==> src/rtl/apb_master_bridge.sv <==
// Single-outstanding request/response to APB master bridge.
// Misaligned requests complete with an error without touching the bus; stalled slaves time out.
module apb_master_bridge #(
  parameter int unsigned TIMEOUT = 16
) (
  input  logic        pclk,
  input  logic        prstn,
  input  logic        req_valid,
  output logic        req_ready,
  input  logic [31:0] req_addr,
  input  logic [31:0] req_wdata,
  input  logic        req_write,
  output logic        rsp_valid,
  output logic [31:0] rsp_rdata,
  output logic        rsp_err,
  output logic [31:0] paddr,
  output logic [31:0] pwdata,
  output logic        psel,
  output logic        penable,
  output logic        pwrite,
  input  logic [31:0] prdata,
  input  logic        pready
);

  typedef enum logic [1:0] {
    ST_IDLE   = 2'd0,
    ST_SETUP  = 2'd1,
    ST_ACCESS = 2'd2
  } state_t;

  localparam logic [7:0] WAIT_LAST = 8'(TIMEOUT - 1);

  state_t      r_state, w_state_nxt;
  logic [7:0]  r_wait_cnt, w_wait_cnt_nxt;
  logic [31:0] r_paddr, w_paddr_nxt;
  logic [31:0] r_pwdata, w_pwdata_nxt;
  logic        r_pwrite, w_pwrite_nxt;
  logic        r_psel, w_psel_nxt;
  logic        r_penable, w_penable_nxt;
  logic        r_rsp_valid, w_rsp_valid_nxt;
  logic [31:0] r_rsp_rdata, w_rsp_rdata_nxt;
  logic        r_rsp_err, w_rsp_err_nxt;

  // State and registered-output update.
  always_ff @(posedge pclk or negedge prstn) begin
    if (!prstn) begin
      r_state     <= ST_IDLE;
      r_wait_cnt  <= 8'd0;
      r_paddr     <= 32'd0;
      r_pwdata    <= 32'd0;
      r_pwrite    <= 1'b0;
      r_psel      <= 1'b0;
      r_penable   <= 1'b0;
      r_rsp_valid <= 1'b0;
      r_rsp_rdata <= 32'd0;
      r_rsp_err   <= 1'b0;
    end else begin
      r_state     <= w_state_nxt;
      r_wait_cnt  <= w_wait_cnt_nxt;
      r_paddr     <= w_paddr_nxt;
      r_pwdata    <= w_pwdata_nxt;
      r_pwrite    <= w_pwrite_nxt;
      r_psel      <= w_psel_nxt;
      r_penable   <= w_penable_nxt;
      r_rsp_valid <= w_rsp_valid_nxt;
      r_rsp_rdata <= w_rsp_rdata_nxt;
      r_rsp_err   <= w_rsp_err_nxt;
    end
  end

  // Next-state and next-output decode; response fields default to zero so they pulse for one cycle.
  always_comb begin
    w_state_nxt     = r_state;
    w_wait_cnt_nxt  = r_wait_cnt;
    w_paddr_nxt     = r_paddr;
    w_pwdata_nxt    = r_pwdata;
    w_pwrite_nxt    = r_pwrite;
    w_psel_nxt      = 1'b0;
    w_penable_nxt   = 1'b0;
    w_rsp_valid_nxt = 1'b0;
    w_rsp_rdata_nxt = 32'd0;
    w_rsp_err_nxt   = 1'b0;
    case (r_state)
      ST_IDLE: begin
        if (req_valid) begin
          w_paddr_nxt  = req_addr;
          w_pwdata_nxt = req_wdata;
          w_pwrite_nxt = req_write;
          if (req_addr[1:0] != 2'b00) begin
            w_rsp_valid_nxt = 1'b1;
            w_rsp_err_nxt   = 1'b1;
          end else begin
            w_state_nxt    = ST_SETUP;
            w_psel_nxt     = 1'b1;
            w_wait_cnt_nxt = 8'd0;
          end
        end else begin
          w_state_nxt = ST_IDLE;
        end
      end
      ST_SETUP: begin
        w_state_nxt   = ST_ACCESS;
        w_psel_nxt    = 1'b1;
        w_penable_nxt = 1'b1;
      end
      ST_ACCESS: begin
        if (pready) begin
          w_state_nxt     = ST_IDLE;
          w_rsp_valid_nxt = 1'b1;
          w_rsp_rdata_nxt = r_pwrite ? 32'd0 : prdata;
        end else if (r_wait_cnt == WAIT_LAST) begin
          w_state_nxt     = ST_IDLE;
          w_rsp_valid_nxt = 1'b1;
          w_rsp_err_nxt   = 1'b1;
        end else begin
          w_psel_nxt     = 1'b1;
          w_penable_nxt  = 1'b1;
          w_wait_cnt_nxt = r_wait_cnt + 8'd1;
        end
      end
      default: begin
        w_state_nxt = ST_IDLE;
      end
    endcase
  end

  assign req_ready = (r_state == ST_IDLE);
  assign rsp_valid = r_rsp_valid;
  assign rsp_rdata = r_rsp_rdata;
  assign rsp_err   = r_rsp_err;
  assign paddr     = r_paddr;
  assign pwdata    = r_pwdata;
  assign pwrite    = r_pwrite;
  assign psel      = r_psel;
  assign penable   = r_penable;

endmodule

==> config.mk <==
export PLATFORM = sky130hd
export DESIGN_NAME = apb_master_bridge
export DESIGN_NICKNAME = d
export VERILOG_FILES = /design/src/rtl/apb_master_bridge.sv
export SDC_FILE = /design/constraint.sdc
export NUM_CORES = 1
export LEC_CHECK = 0
export BUFFER_PORTS_ARGS = -buffer_cell sky130_fd_sc_hd__buf_2
export CAP_MARGIN = 5
export CORE_ASPECT_RATIO = 1.2
export CORE_MARGIN = 2
export CORE_UTILIZATION = 48
export DETAILED_ROUTE_END_ITERATION = 12
export HOLD_SLACK_MARGIN = 0.03
export MAX_ROUTING_LAYER = met4
export PLACE_DENSITY = 0.9
export REMOVE_ABC_BUFFERS = 1
export SYNTH_ARGS = -nofsm -noshare
export SYNTH_HDL_FRONTEND = slang
export SYNTH_SLANG_ARGS = --single-unit
==> constraint.sdc <==
create_clock -name pclk -period 4.85 [get_ports pclk]
set_clock_uncertainty 0.05 [all_clocks]
set_input_delay 0.7275 -clock pclk [delete_from_list [all_inputs] [get_ports pclk]]
set_output_delay 0.7275 -clock pclk [all_outputs]
set_load 0.01 [all_outputs]
## Word-level counts from Yosys, hierarchy flattened

Index checks and enable logic that the tools add are counted.

- Register bits after elaboration: 111
- Input bits: 101
- Output and inout port bits: 102
- Logic and storage cells: 52

- Add/sub/neg operators: 1
- Equal/unequal tests: 9
- Multiplexer cells: 26
- Reductions and logical operators: 6

Operator list:

| kind | number |
|---|---|
| $mux W32 | 3 |
| $mux W8 | 4 |
| $pmux W8 S2 | 1 |
| $mux W1 | 9 |
| $add A8 B1 Y8 const B | 1 |
| $eq A8 B4 Y1 const B | 1 |
| $mux W2 | 4 |
| $ne A2 B2 Y1 const B | 4 |
| $ne A3 B3 Y1 const B | 2 |
| $pmux W1 S2 | 3 |
| $pmux W2 S3 | 1 |
| $reduce_and A5 Y1 | 1 |
| $reduce_and A2 Y1 | 2 |
| $reduce_bool A2 Y1 | 2 |
| $pmux W1 S3 | 1 |
| $eq A2 B1 Y1 const B | 1 |
| $eq A2 B2 Y1 const B | 1 |
| $logic_not A2 Y1 | 1 |

## Depth between registers and ports, before layout

Gate-level depths: netlist of run 1.

- Depth in word-level cells: 4
- Depth in mapped cells: 7
- Mapped depth without buffers: 6

## Worst setup path after synthesis of run 1

OpenSTA, ideal clock, no wires.

- Path kind: input to register
- Start point: in pready
- End point: reg r_wait_cnt[5]
- Library setup time: 0.116 ns
- Data arrival time: 1.676 ns
- Data required time: 4.684 ns
- Setup slack: 3.008 ns
- Cell stages on the path: 5
- Path buffers: 1
- Cells stage by stage: clkbuf_2 and2b_2 o21a_1 nand2_1 o311ai_0

- Cells in the longest elaborated chain, start to end: 2

RTL lines:

| what | RTL line | RTL |
|---|---|---|
| from (decl) | 22 | `input logic pready` |
| $ne A2 B2 Y1 (no line) | - |  |
| $reduce_and A5 Y1 (no line) | - |  |
| to (signal assigned) | 59 | `r_wait_cnt <= w_wait_cnt_nxt;` |
| to (decl) | 34 | `logic [7:0] r_wait_cnt, w_wait_cnt_nxt;` |

Every way passes these cells.
A chain may end at the register's enable or synchronous reset.

## Worst setup path in the final report of run 1

- Start point: reg r_state[1]
- End point: reg r_paddr[30], in the netlist paddr[30]

- Cells in the longest elaborated chain, start to end: 2

RTL lines:

| what | RTL line | RTL |
|---|---|---|
| from (decl) | 33 | `state_t r_state, w_state_nxt;` |
| from (signal assigned) | 58 | `r_state <= w_state_nxt;` |
| $logic_not A2 Y1 | 83 | `case (r_state)` |
| $reduce_and A2 Y1 (no line) | - |  |
| to (signal assigned) | 60 | `r_paddr <= w_paddr_nxt;` |
| to (decl) | 35 | `logic [31:0] r_paddr, w_paddr_nxt;` |

Every way passes these cells.

==> results of run 1 <==
-- synth_stat cells, types with 3 or more instances --
master / count
sky130_fd_sc_hd__nand3_1: 6
sky130_fd_sc_hd__o311ai_0: 3
sky130_fd_sc_hd__clkbuf_1: 9
sky130_fd_sc_hd__mux2_2: 65
sky130_fd_sc_hd__nand4_1: 3
sky130_fd_sc_hd__nand2_1: 10
sky130_fd_sc_hd__and2_1: 32
sky130_fd_sc_hd__ha_1: 5
sky130_fd_sc_hd__dfrtp_1: 111
sky130_fd_sc_hd__inv_1: 3
sky130_fd_sc_hd__nor2_1: 6
-- layout make-up --
type                       instances  area share (%)
multi-input combinational        162            25.2
inverter                           3           0.204
sequential                       111            50.4
timing repair buffer             205            18.8
clock inverter                     3           0.386
tap                              117            2.65
clock buffer                      12            2.45
-- logic make-up after synthesis --
| logic type | after synthesis | synth area share [%] |
|---|---|---|
| DFF | 111 | 65.3 |
| and+or+nand+nor | 72 | 9.97 |
| muxes | 66 | 17.6 |
| AOI/OAI and AO/OA | 19 | 3.65 |
| buffers and inverters | 16 | 2.09 |
| adders and majority gates | 5 | 1.47 |
-- state kept, by name (all words and copies together) (netlist names) --
signal	cells
paddr	32
penable	1
psel	1
pwdata	32
pwrite	1
r_state	2
r_wait_cnt	8
rsp_err	1
rsp_rdata	32
rsp_valid	1
-- worst paths after layout --
kind                           endpoint  slack (ns)        from  cells past startpoint
min reg2reg                    paddr[6]        0.45    paddr[6]                      1
max reg2reg                   paddr[30]        2.72  r_state[1]                      5
max                           paddr[30]        2.72  r_state[1]                      5
min                           paddr[29]        0.37       prstn                      1
max in group asynchronous  rsp_rdata[4]        3.28       prstn                      2
min in group pclk              paddr[6]        0.45    paddr[6]                      1
-- cell usage in the layout (no fill, tap or decap), types with 2 or more instances in the layout --
master,count
sky130_fd_sc_hd__buf_2,201
sky130_fd_sc_hd__dfrtp_1,111
sky130_fd_sc_hd__mux2_2,65
sky130_fd_sc_hd__and2_1,32
sky130_fd_sc_hd__nand2_1,10
sky130_fd_sc_hd__clkbuf_8,9
sky130_fd_sc_hd__nor2_1,6
sky130_fd_sc_hd__nand3_1,6
sky130_fd_sc_hd__ha_1,5
sky130_fd_sc_hd__buf_4,4
sky130_fd_sc_hd__inv_1,3
sky130_fd_sc_hd__nand4_1,3
sky130_fd_sc_hd__o311ai_0,3
sky130_fd_sc_hd__clkbuf_1,3
sky130_fd_sc_hd__o221ai_1,2
sky130_fd_sc_hd__o21a_1,2
sky130_fd_sc_hd__a21oi_1,2
sky130_fd_sc_hd__o21ai_0,2
sky130_fd_sc_hd__or4_1,2
sky130_fd_sc_hd__o211ai_1,2
-- routing by layer --
layer | share of wire [%] | global-route usage, %
met4 | 2.4 | 9.34
met3 | 7.0 | 3.87
met2 | 51 | 32.1
met1 | 40 | 23.8
met5 | 0 | -
-- power breakdown --
part           switching (uW)  total [uW]  internal [uW]
sequential                143        1360           1220
clock                     282         468            185
combinational             496        1010            512
total                     921        2840           1910
-- critical path, delay by kind of cell (launching register included) --
family                     cells  cell delay (ns)
muxes                          1             0.43
and+or+nand+nor                1             0.08
adders and majority gates      1             0.24
buffers and inverters          2             0.75
DFF                            1             0.42
-- per-stage QoR --
stage | utilization (%) | cell area, um^2 | power, uW | hold WS (ns)
2_1_floorplan | - | 4180 | 1940 | 0.382
3_3_place_gp | 62.2 | 5360 | 2340 | 0.432
3_5_place_dp | 62.2 | 5360 | 2400 | 0.438
4_1_cts | 64.1 | 5520 | 2870 | 0.388
5_1_grt | 64.1 | 5520 | 3010 | 0.416
6_report | 64.1 | 5520 | 2840 | 0.371
==> impl_metrics.csv, run 1 <==
group,metric,value,unit
final_layout,antenna-diode-count,0,
final_layout,layoutNonFillerInstCount,613,
cts,clk_pin_slew_worst_paths,0.09,ns
logic_synthesis,yosys.area.top_type,"sky130_fd_sc_hd__dfrtp_1",
route,drtAntennaViolNets,0,
place,dp_hpwl,6870,um
timing,finalSetupTns,0,ns
setup_path,cpPeakStageDelay,0.67,ns
logic_synthesis,yosys.area.top_type_share,65.3,%
route,num_vias,2979,
final_layout,final.fill_count,687,
timing,rsz0062_at_grt,"false",
logic_synthesis,netlist-cell-type-count,40,
die,floorplan.initialDensity,49.4,%
timing,final-setup-viol-count,0,
route,drtIter0Drc,96,
setup_path,startpoint_type,"register",
die,core_area,8610,um^2
timing,timing_worst_slew_pin_value,0.877,ns
setup_path,crit_fanout,69,
timing,hold_violations,0,
die,top_level_ports,203,
timing,timing.final.max_slew_violations,0,
timing,maxClockFrequency,0.469,GHz
logic_synthesis,number_of_flops_mapped_to_enable_cells_by_yosys,0,
status,outcome,"completed",
cts,cts_buffers,9,
logic_synthesis,post_synth.cell_area_avg,14.7,um^2
grt,grt_antenna_before_repair,0,
route,dr.pass1.iters,4,
cts,htree_levels,3,
power_and_ir_drop,peakVddDrop,244,uV
setup_path,setup.worst_path.end_class,"register",
setup_path,critical_path_class,"reg2reg",
final_layout,post_route_cells_drive_above_1_share,58.5,%
die,die-width,90.0,um
cts,clock-sinks,111,
route,routedWlPerCell,14.9,um
logic_synthesis,ys.warnings.count,0,
place,finalWeightedCongestion,0.890,
route,wirelength,9140,um
power_and_ir_drop,power_per_cell_area,514,nW/um^2
logic_synthesis,predominant_post_synthesis_flop_cell,"sky130_fd_sc_hd__dfrtp_1",
cts,clock_insertion_delay_worst_skew,0.36,ns
logic_synthesis,yosys-top-cells-area,"sky130_fd_sc_hd__dfrtp_1, sky130_fd_sc_hd__mux2_2, sky130_fd_sc_hd__and2_1",
timing,min_period,2.13,ns
cts,cts_tree,"yes",
final_layout,nets,598,
cts,maximum_root_to_sink_buffer_count,2,
cts,ctsResizeCount,0,
grt,grt_start_max_net_pins,70,
timing,fin_ws,2.72,ns
final_layout,sequential_cell_area,2780,um^2
timing,max_slew_margin,41.6,%
place,placed_cells_incl_taps,598,
grt,grt_pass1_vias,3040,
final_layout,area_growth,29.6,%
logic_synthesis,yosysSeqAreaShare,65.3,%
cts,cts_root_buf,"sky130_fd_sc_hd__clkbuf_8",
die,chipHeight,107,um
cts,postCtsHoldBufs,0,
die,std_cell_rows,37,
grt,grt_pass1_wl,14500,um
timing,min_period_over_period,43.9,%
grt,global_route.usage.total,19.6,%
route,via_per_inst,4.86,
grt,globalRouteOverflowTotal,0,
logic_synthesis,mappedNetlistArea,4260,um^2
cts,post-cts-setup-buffers,0,
power_and_ir_drop,p_leak,0.00285,uW
setup_path,worstPathArrival,2.32,ns
final_layout,multi_input_area,1390,um^2
route,drc_errors,0,
run,maxCapViolCount,0,
place,port_buffers,202,
setup_path,worst_path_max_delay_cell,"sky130_fd_sc_hd__buf_4",
die,dieArea,9640,um^2
setup_path,path_cells,"inv_1, ha_1, nand2_2, buf_4, mux2_2",
logic_synthesis,async_reset_ff_share,100,%
worst_hold_path,min_delay_path_class,"in2async",
logic_synthesis,gate_count_after_technology_mapping,289,
logic_synthesis,ys_ff_latch,111,
place,dp_slack,2.64,ns
setup_path,cp.required,5.04,ns
Power figures use the tool's default switching activity.
==> run 2, diff against run 1 <==
--- a/config.mk
+++ b/config.mk
@@ -9,11 +9,11 @@
 export CAP_MARGIN = 5
 export CORE_ASPECT_RATIO = 1.2
 export CORE_MARGIN = 2
-export CORE_UTILIZATION = 48
+export CORE_UTILIZATION = 42
 export DETAILED_ROUTE_END_ITERATION = 12
 export HOLD_SLACK_MARGIN = 0.03
 export MAX_ROUTING_LAYER = met4
-export PLACE_DENSITY = 0.9
+export PLACE_DENSITY = 0.84
 export REMOVE_ABC_BUFFERS = 1
 export SYNTH_ARGS = -nofsm -noshare
 export SYNTH_HDL_FRONTEND = slang
==> constraint.sdc (replaced) <==
create_clock -name pclk -period 1.7 [get_ports pclk]
set_clock_uncertainty 0.05 [all_clocks]
set_input_delay 0.255 -clock pclk [delete_from_list [all_inputs] [get_ports pclk]]
set_output_delay 0.255 -clock pclk [all_outputs]
set_load 0.01 [all_outputs]
==> run 2 against run 1 <==
  * The flow now finishes with violations (setup timing)
  * Global-route usage fell by 1.7 points
  * Clock power grew to 4.5 times the previous value
  * Cell count grew 5.4%
  * Critical path depth increased by 1
  * Worst hold slack got worse by 0.30 ns
  * Routed wire length increased by 3.7%
  * First-iteration DRC count is 67% higher
  * Clock-buffer cell count is 3 lower
  * Core utilization decreased by 4.2 points
  * Combinational power rose to 3.1 times the previous value
  * Critical path type unchanged
  * Largest cell class unchanged
==> impl_metrics.csv, run 2 (synthesis gave the netlist of run 1 again) <==
group,metric,value,unit
place,dp_slack,-0.215,ns
timing,min_period_over_period,100,%
timing,fin_ws,-0.00483,ns
grt,globalRouteOverflowTotal,0,
power_and_ir_drop,power_per_cell_area,1530,nW/um^2
place,port_buffers,202,
timing,finalSetupTns,-0.00483,ns
die,std_cell_rows,40,
worst_hold_path,worst_hold_endpoint,"rsp_rdata[11]",
worst_hold_path,timing.hold.worst_path_depth,2,
grt,grt_pass1_wl,14800,um
setup_path,ff2ff_setup_slack,-0.005,ns
route,via_per_inst,4.83,
setup_path,rr_endpoint,"r_wait_cnt[4]",
final_layout,final.fill_count,777,
route,met1_layer_wirelength_in_the_final_routing,3670,um
grt,grt_pass1_vias,3185,
route,wirelength,9480,um
final_layout,antenna-diode-count,0,
setup_path,reg2regPathDepth,6,
worst_hold_path,min_delay_path_class,"in2reg",
place,placed_area,5550,um^2
final_layout,post_route_cells_drive_above_1_share,63.1,%
die,core_area,9960,um^2
final_layout,finish.instance_area,5960,um^2
grt,global_route.usage.total,18.0,%
timing,final-setup-viol-count,1,
timing,max_slew_margin,62.0,%
route,drtIter0Drc,160,
power_and_ir_drop,p_leak,0.00307,uW
final_layout,area_growth,40.1,%
die,floorplan.initialDensity,42.7,%
setup_path,cp.required,1.92,ns
route,drc_errors,0,
final_layout,mostFrequentLayoutCell,"sky130_fd_sc_hd__buf_2",
final_layout,layoutNonFillerInstCount,646,
route,wl_met3,675,um
final_layout,multi_input_area,1450,um^2
timing,hold_violations,0,
setup_path,reg_to_reg_start,"r_state[1]",
place,placed_cells_incl_taps,624,
timing,timing.final.max_slew_violations,0,
cts,cts_buffers,9,
final_layout,final_util,59.8,%
route,wl_met2,5060,um
run,maxCapViolCount,0,
setup_path,worstPathArrival,1.92,ns
status,failed_checks,"setup timing",
route,drtAntennaViolNets,0,
die,dieArea,11000,um^2
cts,htree_levels,3,
place,dp_hpwl,7070,um
worst_hold_path,worst_hold_startpoint,"prdata[11]",
cts,maximum_root_to_sink_buffer_count,2,
cts,cts_root_buf,"sky130_fd_sc_hd__clkbuf_16",
setup_path,setup.worst_path.end_class,"register",
cts,cts_tree,"yes",
die,die-width,95.9,um
timing,min_period,1.70,ns
setup_path,startpoint_type,"register",
route,dr.pass1.iters,4,
route,top_layer_used,"met4",
setup_path,crit_fanout,4,
cts,clock_insertion_delay_worst_skew,0.34,ns
status,outcome,"complete, but fails checks",
grt,grt_start_max_net_pins,112,
setup_path,critical_path_class,"reg2reg",
die,chipHeight,114,um
route,num_vias,3122,
power_and_ir_drop,peakVddDrop,666,uV
timing,timing_worst_slew_pin_value,0.570,ns
final_layout,layout_common_cells,"sky130_fd_sc_hd__buf_2, sky130_fd_sc_hd__dfrtp_1, sky130_fd_sc_hd__mux2_2, sky130_fd_sc_hd__and2_1, sky130_fd_sc_hd__buf_4",
grt,grt_antenna_before_repair,0,
final_layout,nets,621,
timing,maxClockFrequency,0.587,GHz
final_layout,sequential_cell_area,2780,um^2
place,finalWeightedCongestion,0.912,
timing,rsz0062_at_grt,"true",
route,routedWlPerCell,14.7,um
cts,clk_pin_slew_worst_paths,0.08,ns
cts,clock-sinks,111,
die,top_level_ports,203,
## run 2: cell types whose count changed in the layout (fill, tap and decap cells not counted), sizes merged
cell	previous run	this run
bufinv	0	1
dlygate4sd3	0	1
clkbuf	12	9
inv	3	6
buf	205	227
## run 2: cell type report
cell class,instances,share of cell area [%]
Sequential cell,111,46.6
Inverter,3,0.189
Clock buffer,9,3.78
Tap cell,126,2.64
Timing Repair Buffer,228,21.2
Clock inverter,7,1.30
Multi-Input combinational cell,162,24.3
## run 2: metrics by stage
stage                     total power [uW]  hold slack (ns)
after CTS                             9170           0.0528
after floorplan                       5520          -0.0906
after detailed placement              6980            0.325
final                                 9110           0.0691
after global placement                6830            0.318
after global routing                  9680           0.0606
## run 2: power by group
group | internal [uW] | switching [uW] | total, uW
logic | 1650 | 1480 | 3130
clock network | 1160 | 955 | 2110
registers | 3480 | 381 | 3860
## run 2: worst max-delay path: stages, from the launching register on
cell	delay, ns
sky130_fd_sc_hd__dfrtp_1	0.40
sky130_fd_sc_hd__inv_2	0.09
sky130_fd_sc_hd__ha_4	0.15
sky130_fd_sc_hd__and4bb_2	0.31
sky130_fd_sc_hd__nor2_4	0.07
sky130_fd_sc_hd__or4_1	0.48
sky130_fd_sc_hd__nand3_1	0.09
## run 2: worst max path at each step
stage | from | end | slack, ns | cells past startpoint
2_1_floorplan | r_state[0] | r_state[1] | -0.53 | 5
3_3_place_gp | r_wait_cnt[0] | r_wait_cnt[3] | 0.02 | 6
3_5_place_dp | r_state[1] | r_wait_cnt[5] | -0.21 | 6
4_1_cts | r_state[0] | r_wait_cnt[5] | 0.001 | 6
5_1_grt | r_state[1] | r_wait_cnt[4] | -0.04 | 6
6_report | r_state[1] | r_wait_cnt[4] | -0.005 | 6
## run 2: layer usage
metal | vias up | global-route usage (%)
met5 | - | -
met2 | 152 | 31.7
met3 | 7 | 4.08
li1 | 1453 | -
met1 | 1510 | 20.3
met4 | 0 | 5.05
## run 2: what timing repair did
action,in CTS,in global routing
resized for setup,11,8
setup endpoints to repair,7,42
pin swaps,2,7
setup buffers,2,3
hold endpoints to repair,111,0
hold buffers,1,0
